[src/rtl/pfa_slice.sv]
// WIDTH-bit slice of partial full adder cells: per-bit sum/generate/propagate
// plus group generate/propagate for the next lookahead level.
module pfa_slice #(
    parameter int WIDTH   = 5,
    parameter bit REG_OUT = 1'b1
) (
    input  logic             clk,
    input  logic             rst_n,
    input  logic             in_valid,
    input  logic [WIDTH-1:0] a,
    input  logic [WIDTH-1:0] b,
    input  logic [WIDTH-1:0] ci,
    output logic             out_valid,
    output logic [WIDTH-1:0] sum,
    output logic [WIDTH-1:0] g,
    output logic [WIDTH-1:0] p,
    output logic             grp_g,
    output logic             grp_p
);

    logic [WIDTH-1:0] p_c;
    logic [WIDTH-1:0] g_c;
    logic [WIDTH-1:0] sum_c;
    logic             grp_g_c;
    logic             grp_p_c;

    assign p_c     = a ^ b;
    assign g_c     = a & b;
    assign sum_c   = p_c ^ ci;
    assign grp_p_c = &p_c;

    // Ripple the lookahead expansion from bit 0 upward; no carry-in enters it.
    always_comb begin
        grp_g_c = g_c[0];
        for (int i = 1; i < WIDTH; i++) begin
            grp_g_c = g_c[i] | (p_c[i] & grp_g_c);
        end
    end

    generate
        if (REG_OUT) begin : g_reg
            // Results load every cycle; out_valid alone says whether they mean anything.
            always_ff @(posedge clk or negedge rst_n) begin
                if (!rst_n) begin
                    out_valid <= 1'b0;
                    sum       <= '0;
                    g         <= '0;
                    p         <= '0;
                    grp_g     <= 1'b0;
                    grp_p     <= 1'b0;
                end else begin
                    out_valid <= in_valid;
                    sum       <= sum_c;
                    g         <= g_c;
                    p         <= p_c;
                    grp_g     <= grp_g_c;
                    grp_p     <= grp_p_c;
                end
            end
        end else begin : g_comb
            logic unused_clk_rst;
            assign unused_clk_rst = clk ^ rst_n;
            assign out_valid      = in_valid;
            assign sum            = sum_c;
            assign g              = g_c;
            assign p              = p_c;
            assign grp_g          = grp_g_c;
            assign grp_p          = grp_p_c;
        end
    endgenerate

endmodule

[config.mk]
export PLATFORM = sky130hd
export DESIGN_NAME = pfa_slice
export DESIGN_NICKNAME = d
export VERILOG_FILES = /design/src/rtl/pfa_slice.sv
export SDC_FILE = /design/constraint.sdc
export NUM_CORES = 1
export LEC_CHECK = 0
export ABC_CLOCK_PERIOD_IN_PS = 800
export BUFFER_PORTS_ARGS = -buffer_cell sky130_fd_sc_hd__buf_2
export CAP_MARGIN = 20
export CORE_MARGIN = 5
export CORE_UTILIZATION = 40
export CTS_BUF_LIST = sky130_fd_sc_hd__clkbuf_4
export CTS_CLUSTER_SIZE = 40
export DETAILED_ROUTE_END_ITERATION = 6
export GPL_TIMING_DRIVEN = 0
export PLACE_DENSITY = 0.87
export SYNTH_ARGS = -nofsm -noshare
export SYNTH_HDL_FRONTEND = slang
export SYNTH_SLANG_ARGS = --single-unit
export TNS_END_PERCENT = 20
[constraint.sdc]
create_clock -name clk -period 0.8 [get_ports clk]
set_input_delay 0.08 -clock clk [delete_from_list [all_inputs] [get_ports clk]]
set_output_delay 0.08 -clock clk [all_outputs]
set_load 0.05 [all_outputs]
==> run metrics <==
FP Rows=14; Reg power frac=47.2%; Worst-Margin Slew=0.387 ns; HP Class=input pin to flop; Netlist cell types=9; crit path DAT=0.84 ns; CP Cell Sequence=buf_6; unrepaired setup endpoints after global routing=yes; Vias/cell=4.68; Max H-tree Level=1; fillers=83; kind of critical path=flop to primary output; Worst Path Required=0.72 ns; first-pass GRT wire length=2620 um; Starting Density=41.0%; crit path buf inv count=1; DP Area=803 um^2; CTS Buf Count=3; clk slew on worst S/H paths=0.09 ns; final net count=106; Cell Area, Synth=596 um^2; largest net degree at the start of global routing=19; Die ar.=0.00236 mm^2; initial antenna violation count=0; first-pass iteration count of the detailed router=4; Layout Cells excl Fill=98; Tcrit/Tclk final=116%; Lkg Pwr=0.519 nW; Max stage delay on crit path=0.40 ns; final core occ=69.6%; Final Critical Period=0.924 ns; CTS tree=yes; Internal=1.45 mW; Area Growth Syn to Fin=70.0%; Final Setup Violations=18; vias in the first global route=503; total track usage=14.7%; GP Congestion=0.687; setup TNS=-1.88 ns; largest area contributor in the netlist=dfrtp_1; Buffers on Ports=35; placed cells=87; CTS max path bufs=2; combinational group share of total power=33.1%; Starting DRT DRC Count=10; Ys Warns=0; FMAX=1080 MHz; synthesized net count=59; postcts setup bufs=0; Crit-path slowest cell=dfrtp_1; outcome=finished, violations left; vias=459; Pwr Density=2180 mW/mm^2; Hold Vio Cnt, Final=0; drt drc=0; chip width=48.6 um; Routed wire per std cell=15.7 um; antenna viol nets, final=0; Post-Layout Inst Area=0.00101 mm^2; failing checks=setup timing; switching share of power=34.2%; Hold Path Stages=2; met2 WL post-DR=837 um; synthesis-stage register bit count=18; Slew Limit Fails=0; hold path start=b[1]; Avg Inst Size Synth=16.5 um^2; clk root buf=clkbuf_4; power share of the clock group=19.7%; IO Pins=36; critical path capture point type=primary output; number of max-cap violations=0; Slew HR=74.2%; Tot Pwr=2.20 mW; Clock Sinks=18; total grt overflow=0; Max VDD drop=0.00106 V; top cell type's share of synthesized area=75.6%; startpoint types=flop; Area contributors post-synth=dfrtp_1 76%, ha_1 11%, xor2_1 7.4%; register area share after synthesis=75.6%; WL final=1540 um; worst-path fanout max=1; switching pwr=753 uW; met3 wire len=92 um; DP Worst Slack=-0.184 ns; fin worst setup slack=-0.124 ns; core area=0.00145 mm^2; synthesized instance count=36; Top delay family on crit path=flip-flops; # diodes=0; DIE HEIGHT=48.6 um; final hold slack=0.0571 ns; Met1 Wirelength=561 um; top sig layer=met4; Worst Hold End=g[1]; share of layout cells above drive strength 1=47.6%
cell type report:
cell class | instances | area (um^2) | area share (%)
clock buffer | 3 | 22.5 | 2.22
clock inverter | 1 | 3.75 | 0.371
multi-input combinational | 18 | 158 | 15.6
sequential | 18 | 450 | 44.5
tap | 16 | 20.0 | 1.98
timing repair buffer | 42 | 358 | 35.4
cells by family (layout without fill, tap and decap cells):
| logic type | count (synthesis) | count (layout) | share of synthesized area, % |
|---|---|---|---|
| flip-flops | 18 | 18 | 75.6 |
| AND/OR/NAND/NOR | 4 | 4 | 2.73 |
| buffers and inverters | 0 | 46 | 0 |
| XOR/XNOR | 5 | 5 | 7.35 |
| adder cells (fa/ha/maj) | 5 | 5 | 10.5 |
| AO/OA/AOI/OAI | 4 | 4 | 3.78 |
metal layers:
metal,vias to the layer above,track usage [%]
met1,215,17.2
li1,213,-
met2,27,24.3
met5,-,0
met4,0,10.8
met3,4,1.84
how the worst max path moves through the flow:
stage,startpoint,end,slack (ns),cells after the start
after floorplan,a[1],grp_g,0.008,4
after global placement,a[1],grp_g,-0.17,5
after detailed placement,a[1],grp_g,-0.18,5
after CTS,p[2],p[2],-0.12,1
after global routing,sum[3],sum[3],-0.16,1
final,sum[3],sum[3],-0.12,1
layout by cell type, fill, tap and decap left out:
master,count
dfrtp_1,18
buf_6,18
buf_2,17
dlygate4sd3_1,7
xor2_1,5
ha_1,4
clkbuf_4,3
a21oi_1,2
nand2_1,2
a21o_1,1
o21ai_1,1
nand3_1,1
nor2_1,1
ha_4,1
clkinv_1,1
timing repair:
| item | 4_1_cts | 5_1_grt |
|---|---|---|
| setup endpoints to repair | 18 | 18 |
| gates cloned | 0 | 0 |
| hold endpoints to repair | 24 | 0 |
| gates resized for setup | 36 | 0 |
| hold buffers | 7 | 0 |
power groups by stage:
stage	sequential [mW]	combinational, mW	clock, mW
after floorplan	1.35	0.0892	0
after global placement	1.03	0.579	0
after detailed placement	1.03	0.590	0
after CTS	1.04	0.724	0.448
after global routing	1.05	0.763	0.497
final	1.04	0.730	0.435
synthesized netlist by cell type:
master   instances
dfrtp_1         18
ha_1             5
nand3_1          1
a21o_1           1
a21oi_1          2
nand2_1          2
o21ai_1          1
nor2_1           1
xor2_1           5
No activity file was read; power rests on OpenSTA's default activity.
